===== config.mk =====
export PLATFORM = sky130hd
export DESIGN_NAME = stream_max_tracker
export DESIGN_NICKNAME = d
export VERILOG_FILES = /design/src/rtl/stream_max_tracker.sv
export SDC_FILE = /design/constraint.sdc
export NUM_CORES = 1
export LEC_CHECK = 0
export ABC_AREA = 1
export CAP_MARGIN = 20
export CELL_PAD_IN_SITES_DETAIL_PLACEMENT = 0
export CELL_PAD_IN_SITES_GLOBAL_PLACEMENT = 1
export CORE_MARGIN = 2
export CORE_UTILIZATION = 32
export CTS_CLUSTER_SIZE = 20
export DETAILED_ROUTE_END_ITERATION = 12
export MAX_ROUTING_LAYER = met4
export PLACE_DENSITY_LB_ADDON = 0.1
export SLEW_MARGIN = 20
export SYNTH_ARGS = -nofsm -noshare
export SYNTH_HDL_FRONTEND = slang
export SYNTH_SLANG_ARGS = --single-unit

===== constraint.sdc =====
create_clock -name clk -period 3.6 [get_ports clk]
set_input_delay 0.36 -clock clk [delete_from_list [all_inputs] [get_ports clk]]
set_output_delay 0.36 -clock clk [all_outputs]
set_load 0.01 [all_outputs]

===== src/rtl/stream_max_tracker.sv =====
`default_nettype none
// ============================================================================
// Module   : stream_max_tracker
// Purpose  : Tracks the max/min, the index of the first max and the sample
//            count over a framed valid/ready stream; the result is held for
//            downstream.
// Revision : 1.0 - initial release
// ============================================================================
module stream_max_tracker #(
  parameter int WIDTH = 8,
  parameter int CNT_W = 8
) (
  input  logic             clk,
  input  logic             rst,
  input  logic [WIDTH-1:0] in_data,
  input  logic             in_valid,
  input  logic             in_last,
  output logic             in_ready,
  output logic [WIDTH-1:0] out_max,
  output logic [WIDTH-1:0] out_min,
  output logic [CNT_W:0]   out_idx,
  output logic [CNT_W:0]   out_count,
  output logic             out_ovf,
  output logic             out_valid,
  input  logic             out_ready
);

  localparam logic [CNT_W:0] c_cnt_max  = {1'b1, {CNT_W{1'b0}}};
  localparam logic [CNT_W:0] c_cnt_one  = {{CNT_W{1'b0}}, 1'b1};
  localparam logic [CNT_W:0] c_cnt_zero = '0;

  typedef enum logic [0:0] {
    ACC  = 1'b0,
    HOLD = 1'b1
  } state_t;

  state_t           state_q, state_d;
  logic [WIDTH-1:0] max_q, max_d;
  logic [WIDTH-1:0] min_q, min_d;
  logic [CNT_W:0]   idx_q, idx_d;
  logic [CNT_W:0]   count_q, count_d;
  logic             ovf_q, ovf_d;
  logic             valid_q, valid_d;
  logic             w_xfer;

  assign in_ready = (state_q == ACC) && !rst;
  assign w_xfer   = in_valid && in_ready;

  always_comb begin
    state_d = state_q;
    max_d   = max_q;
    min_d   = min_q;
    idx_d   = idx_q;
    count_d = count_q;
    ovf_d   = ovf_q;
    valid_d = valid_q;
    case (state_q)
      ACC: begin
        if (w_xfer) begin
          if (count_q == c_cnt_zero) begin
            max_d   = in_data;
            min_d   = in_data;
            idx_d   = c_cnt_zero;
            count_d = c_cnt_one;
            ovf_d   = 1'b0;
          end else begin
            // Strict compare keeps the earliest index on ties.
            if (in_data > max_q) begin
              max_d = in_data;
              idx_d = count_q;
            end
            if (in_data < min_q) begin
              min_d = in_data;
            end
            if (count_q == c_cnt_max) begin
              ovf_d = 1'b1;
            end else begin
              count_d = count_q + c_cnt_one;
            end
          end
          if (in_last) begin
            state_d = HOLD;
            valid_d = 1'b1;
          end
        end
      end
      HOLD: begin
        if (out_ready) begin
          state_d = ACC;
          valid_d = 1'b0;
          count_d = c_cnt_zero;
          ovf_d   = 1'b0;
        end
      end
      default: begin
        state_d = ACC;
      end
    endcase
  end

  always_ff @(posedge clk) begin
    if (rst) begin
      state_q <= ACC;
      max_q   <= '0;
      min_q   <= '0;
      idx_q   <= '0;
      count_q <= '0;
      ovf_q   <= 1'b0;
      valid_q <= 1'b0;
    end else begin
      state_q <= state_d;
      max_q   <= max_d;
      min_q   <= min_d;
      idx_q   <= idx_d;
      count_q <= count_d;
      ovf_q   <= ovf_d;
      valid_q <= valid_d;
    end
  end

  assign out_max   = max_q;
  assign out_min   = min_q;
  assign out_idx   = idx_q;
  assign out_count = count_q;
  assign out_ovf   = ovf_q;
  assign out_valid = valid_q;

endmodule
`default_nettype wire

==> flow_metrics.py, run 1 <==
metrics = {
    "clock_network": {
        "clock-sinks": 37,
        "tritoncts": "done",
        "cts_max_path_buffers": 2,
        "cts_root_buf": "sky130_fd_sc_hd__clkbuf_8",
        "postCtsSetupRepairBufs": 0,
        "insertion_delay_ns": 0.29,
        "tritoncts.num_buffers": 5,
        "postCtsResizedCells": 0,
        "clock_tree.htree_level_count": 2,
        "cts_hold_repair.buffers": 0,
        "clk_pin_slew_ns": 0.07,
    },
    "power": {
        "power.leakage_uw": 0.00121,
        "vdd_drop_max_uv": 132,
        "total_power_uw": 968,
        "power_density_nw_per_um2": 337,
    },
    "yosys": {
        "syn_avg_cell_area_um2": 6.84,
        "yosys-top-cells-area": "sky130_fd_sc_hd__dfxtp_1 (33%), sky130_fd_sc_hd__nand2_1 (11%), sky130_fd_sc_hd__ha_1 (9.4%), sky130_fd_sc_hd__a21oi_1 (7.9%), sky130_fd_sc_hd__nand3_1 (7.7%)",
        "synth_largest_type_area_fraction": 0.326,
        "biggest_area_consumer_among_synthesized_cells": "sky130_fd_sc_hd__dfxtp_1",
        "synth_cell_types": 29,
        "synth.net_count": 362,
        "synth_warn": 0,
        "yosys_register_bits": 37,
        "synthesis.area_um2": 2270,
        "sequential_element_share_of_the_synthesized_area": 0.326,
        "synth_cells": 332,
    },
    "floorplanning": {
        "vertical_die_dimension_um": 88.2,
        "die-area_um2": 7780,
        "x_dimension_of_the_die_um": 88.2,
        "core_um2": 6830,
        "core.rowCount": 30,
        "io-pin-count": 50,
        "floorplan.initialDensity": 0.332,
    },
    "grt": {
        "antenna_found_initial": 0,
        "gr-total-overflow": 0,
        "global_route_wire_length_before_repair_um": 9080,
        "maximum_number_of_pins_on_one_net_before_global_route_repair": 52,
        "groute.usage.overall": 0.152,
        "grt_pass1_vias": 1904,
    },
    "drt": {
        "drt_iter0_markers": 120,
        "detailedRoute.firstPassIterationCount": 4,
        "wirelength_met1_um": 2700,
        "met2_wirelength_um": 2590,
        "route.detailed.vias_per_inst": 4.58,
        "highest_layer": "met4",
        "post_drt_wl_per_cell_um": 11.7,
        "routed_length_on_met3_um": 186,
        "final_antenna_violating_net_count": 0,
        "drc": 0,
        "num_vias": 2166,
        "wl_um": 5550,
    },
    "flow_run": {
        "maxCapViolCount": 0,
    },
    "min_path": {
        "min-delay-path-class": "flip-flop to flip-flop",
        "min_path_cells": 2,
        "whs_endpoint": "out_ovf$_SDFFE_PP0P_",
        "min-delay-start": "out_ovf$_SDFFE_PP0P_",
    },
    "timing": {
        "timing.final.hold_violations": 0,
        "relSlewSlack": 0.462,
        "slew_at_the_pin_with_the_worst_max_slew_slack_ns": 0.806,
        "slew_viol_final": 0,
        "unrepaired_setup_endpoints_after_global_routing": "no",
        "timing.clock.skew_ns": 0.00764,
        "final.setup.tns_ns": 0,
        "layout_worst_path_cycle_share": 0.614,
        "finalSetupViolations": 0,
        "hold_worst_slack_ns": 0.467,
        "post-route-min-period_ns": 2.21,
        "achievable-frequency_mhz": 453,
    },
    "placement": {
        "dp_hpwl_um": 3970,
        "placed_area_um2": 2790,
        "port-buffer-count": 49,
        "gp_congestion": 0.779,
    },
    "layout": {
        "postLayoutCoreUtil": 0.421,
        "layout-drive-gt1-share": 0.0981,
        "number_of_diodes_added_for_antenna_fixing": 0,
        "final_cell_area_um2": 2870,
        "flow.area_growth_from_synthesis_pct": 26.6,
        "fillerInstances": 799,
        "design.final.nets": 406,
    },
    "worst_setup_path": {
        "worst_setup_path_end_kind": "output port",
        "reg2reg_depth": 11,
        "timing.rr.end": "out_idx[0]$_SDFFE_PP0P_",
        "timing.critical_path.from_type": "input pin",
        "timing.reg2reg.setup_slack_ns": 1.79,
        "startpoint_of_the_most_critical_register_to_register_path": "out_max[7]$_SDFFE_PP0P_",
        "path_class": "input pin to output port",
        "crit_required_ns": 3.24,
        "path_max_fanout": 13,
        "cp.arrival_ns": 1.85,
    },
    "status": {
        "status": "complete, no violations",
    },
}
## sequential cells by signal, summed over array words and instances (netlist names)
signal,cells
out_max,8
out_idx,9
state_q,1
out_min,8
out_ovf,1
out_count,9
out_valid,1
## metal layers
metal  up-vias  track usage
met5         -            -
met4         0       0.0413
met3         5       0.0271
met2        36        0.237
met1       982        0.203
li1       1143            -
## power breakdown
| part | switching (uW) | internal [uW] |
|---|---|---|
| sequential | 18.9 | 433 |
| clock | 152 | 134 |
| combinational | 123 | 107 |
| total | 294 | 674 |
## Yosys cell counts, drive strengths merged
library cell  number
a21o               1
a21oi             39
buf               10
clkbuf             3
clkinv             1
dfxtp             37
ha                17
inv               45
nand2             75
nand3             36
nand4              3
nor2              53
nor3               4
o21ai              5
or2                1
xor2               2
## cell type report
type | instances | area (um2) | area share
Clock inverter | 3 | 17.5 | 0.00610
Clock buffer | 5 | 68.8 | 0.0240
Inverter | 46 | 175 | 0.0610
Tap cell | 96 | 120 | 0.0418
Timing Repair Buffer | 50 | 498 | 0.173
Multi-Input combinational cell | 236 | 1250 | 0.436
Sequential cell | 37 | 741 | 0.258
## layout by cell type (no fill, tap or decap), types with 5 or more instances in the layout
| cell type | netlist | routed |
|---|---|---|
| sky130_fd_sc_hd__a21oi_1 | 36 | 36 |
| sky130_fd_sc_hd__clkbuf_8 | 0 | 5 |
| sky130_fd_sc_hd__clkdlybuf4s50_1 | 0 | 49 |
| sky130_fd_sc_hd__dfxtp_1 | 37 | 37 |
| sky130_fd_sc_hd__ha_1 | 17 | 17 |
| sky130_fd_sc_hd__inv_1 | 38 | 38 |
| sky130_fd_sc_hd__inv_2 | 6 | 6 |
| sky130_fd_sc_hd__nand2_1 | 68 | 68 |
| sky130_fd_sc_hd__nand3_1 | 35 | 35 |
| sky130_fd_sc_hd__nor2_1 | 46 | 46 |
| sky130_fd_sc_hd__nor2_2 | 6 | 6 |
## kinds of logic after synthesis
family	after synthesis	synth area share
compound gates	45	0.110
fa+ha+maj	17	0.0937
simple gates	172	0.340
buf+inv	59	0.122
xor+xnor	2	0.00772
flops	37	0.326
## worst max-delay path: stages
cell and delay (ns):
sky130_fd_sc_hd__clkdlybuf4s50_1 0.70, sky130_fd_sc_hd__nor2_2 0.23, sky130_fd_sc_hd__clkdlybuf4s50_1 0.56
## through the flow
step,worst slack (ns),instances
6_report,1.39,473
5_1_grt,1.13,473
4_1_cts,1.37,473
3_5_place_dp,1.08,465
3_3_place_gp,1.10,465
2_1_floorplan,2.04,332
## how the worst max path moves through the flow
stage / from / to / slack (ns) / cells past startpoint
after floorplan: out_max[7]$_SDFFE_PP0P_ / out_max[5]$_SDFFE_PP0P_ / 2.04 / 10
after global placement: rst / out_valid$_SDFFE_PP0P_ / 1.10 / 6
after detailed placement: rst / state_q$_SDFF_PP0_ / 1.08 / 6
after CTS: rst / state_q$_SDFF_PP0_ / 1.37 / 6
after global routing: rst / state_q$_SDFF_PP0_ / 1.13 / 6
final: rst / in_ready / 1.39 / 3
(Power assumes the default switching activity.)
==> inputs of run 2 (changes only) <==
==> constraint.sdc (replaced) <==
create_clock -name clk -period 2.19 [get_ports clk]
set_input_delay 0.219 -clock clk [delete_from_list [all_inputs] [get_ports clk]]
set_output_delay 0.219 -clock clk [all_outputs]
set_load 0.01 [all_outputs]
==> flow_metrics.py, run 2 (synthesis gave the netlist of run 1 again) <==
metrics = {
    "layout": {
        "seq_area_um2": 741,
        "final_cell_area_um2": 2910,
        "design.final.nets": 411,
        "layout-drive-gt1-share": 0.105,
        "flow.area_growth_from_synthesis_pct": 28.2,
        "final_cell_mix": "sky130_fd_sc_hd__nand2_1 (68), sky130_fd_sc_hd__clkdlybuf4s50_1 (49), sky130_fd_sc_hd__nor2_1 (46)",
        "number_of_diodes_added_for_antenna_fixing": 0,
        "fillerInstances": 742,
        "multiInputGateArea_um2": 1250,
        "mostFrequentLayoutCell": "sky130_fd_sc_hd__nand2_1",
    },
    "clock_network": {
        "cts_max_path_buffers": 2,
        "clk_pin_slew_ns": 0.07,
        "cts_hold_repair.buffers": 0,
        "clock-sinks": 37,
        "tritoncts.num_buffers": 5,
        "clock_tree.htree_level_count": 2,
        "cts_root_buf": "sky130_fd_sc_hd__clkbuf_8",
        "postCtsResizedCells": 0,
        "tritoncts": "done",
        "insertion_delay_ns": 0.29,
        "postCtsSetupRepairBufs": 0,
    },
    "worst_setup_path": {
        "cp.arrival_ns": 1.99,
        "worst_setup_path_end_kind": "flip-flop",
        "path_class": "input pin to flip-flop",
        "family_of_cells_with_the_greatest_summed_delay_on_the_critical_path": "simple AND/OR/NAND/NOR gates",
        "timing.critical_path.cells": "clkdlybuf4s50_1, ha_1, nand2_1, nand2_1, nand2_1, nand2_1, nand2_1, nand2_1, nand2_1, nand2_4, nand3_1, nand2_1, nor2_1",
        "crit_required_ns": 2.37,
        "crit_path_top_delay_cell": "sky130_fd_sc_hd__clkdlybuf4s50_1",
        "critPathMostFrequentCell": "sky130_fd_sc_hd__nand2_1",
        "path_max_fanout": 34,
        "worst_path_largest_cell_delay_ns": 0.48,
        "critPathBufInv": 1,
        "timing.critical_path.from_type": "input pin",
    },
    "floorplanning": {
        "core.rowCount": 30,
        "floorplan.initialDensity": 0.332,
        "io-pin-count": 50,
        "vertical_die_dimension_um": 88.2,
        "x_dimension_of_the_die_um": 88.2,
        "die-area_um2": 7780,
        "core_um2": 6830,
    },
    "timing": {
        "timing.clock.skew_ns": 0.00935,
        "relSlewSlack": 0.773,
        "unrepaired_setup_endpoints_after_global_routing": "no",
        "post-route-min-period_ns": 1.81,
        "final.setup.tns_ns": 0,
        "finalSetupViolations": 0,
        "timing.final.hold_violations": 0,
        "slew_viol_final": 0,
        "layout_worst_path_cycle_share": 0.826,
        "achievable-frequency_mhz": 553,
        "slew_at_the_pin_with_the_worst_max_slew_slack_ns": 0.340,
        "hold_worst_slack_ns": 0.470,
    },
    "drt": {
        "route.detailed.vias_per_inst": 4.49,
        "drc": 0,
        "drt_iter0_markers": 84,
        "post_drt_wl_per_cell_um": 11.6,
        "detailedRoute.firstPassIterationCount": 4,
        "num_vias": 2139,
        "final_antenna_violating_net_count": 0,
        "wl_um": 5520,
    },
    "min_path": {
        "min-delay-path-class": "flip-flop to flip-flop",
    },
    "placement": {
        "placed_area_um2": 2840,
        "port-buffer-count": 49,
        "gp_congestion": 0.774,
        "dp_hpwl_um": 4060,
    },
    "power": {
        "power_density_nw_per_um2": 543,
        "vdd_drop_max_uv": 239,
        "power.leakage_uw": 0.00123,
    },
    "status": {
        "status": "complete, no violations",
    },
    "grt": {
        "gr-total-overflow": 0,
        "groute.usage.overall": 0.157,
        "antenna_found_initial": 0,
        "maximum_number_of_pins_on_one_net_before_global_route_repair": 52,
        "grt_pass1_vias": 2010,
        "global_route_wire_length_before_repair_um": 9320,
    },
    "flow_run": {
        "maxCapViolCount": 0,
    },
}
run 2: cell count changes in the layout (fill, tap and decap cells not counted), sizes merged:
| cell | change |
|---|---|
| buf | +5 |
| clkinv | -1 |
| clkinvlp | -1 |
run 2: worst register-to-register path, delay by kind of cell, from the launching register on:
kind | cells | cell delay [ns]
buf+inv | 2 | 0.14
fa+ha+maj | 1 | 0.28
simple gates | 10 | 0.89
flops | 1 | 0.36
run 2: power by group:
group,switching (uW),leakage (uW),internal (uW)
logic,206,0.000887,184
registers,31.0,0.000303,712
clock network,236,0.0000399,210
total,474,0.00123,1110
run 2: per-layer routing:
layer / vias to the layer above / part of all wire / routed length (um) / GRT usage
li1: 1152 / - / - / -
met1: 951 / 0.48 / 2670 / 0.191
met2: 30 / 0.47 / 2620 / 0.264
met3: 6 / 0.031 / 171 / 0.0308
met4: 0 / 0.011 / 62 / 0.0468
met5: - / 0 / 0 / -
run 2: worst paths after layout:
check | start | to | slack (ns) | cells after the start
max | in_data[1] | out_idx[0]$_SDFFE_PP0P_ | 0.38 | 13
min | out_ovf$_SDFFE_PP0P_ | out_ovf$_SDFFE_PP0P_ | 0.47 | 2
max reg2reg | out_max[3]$_SDFFE_PP0P_ | out_idx[0]$_SDFFE_PP0P_ | 0.42 | 13
min reg2reg | out_ovf$_SDFFE_PP0P_ | out_ovf$_SDFFE_PP0P_ | 0.47 | 2
run 2: through the flow:
step / setup WS, ns / cells / total power (uW) / util
floorplan: 0.627 / 332 / 1000 / -
global placement: 0.0834 / 470 / 1160 / 0.415
detailed placement: 0.0636 / 470 / 1160 / 0.415
CTS: 0.364 / 476 / 1610 / 0.426
global route: 0.175 / 476 / 1690 / 0.426
finish: 0.382 / 476 / 1580 / 0.426
run 2: final cells by class:
type | count | area share
clock buffers | 5 | 0.0236
flip-flops and latches | 37 | 0.255
inverters | 46 | 0.0602
multi-input cells | 236 | 0.430
clock inverters | 1 | 0.00172
repair buffers | 55 | 0.188
well taps | 96 | 0.0413
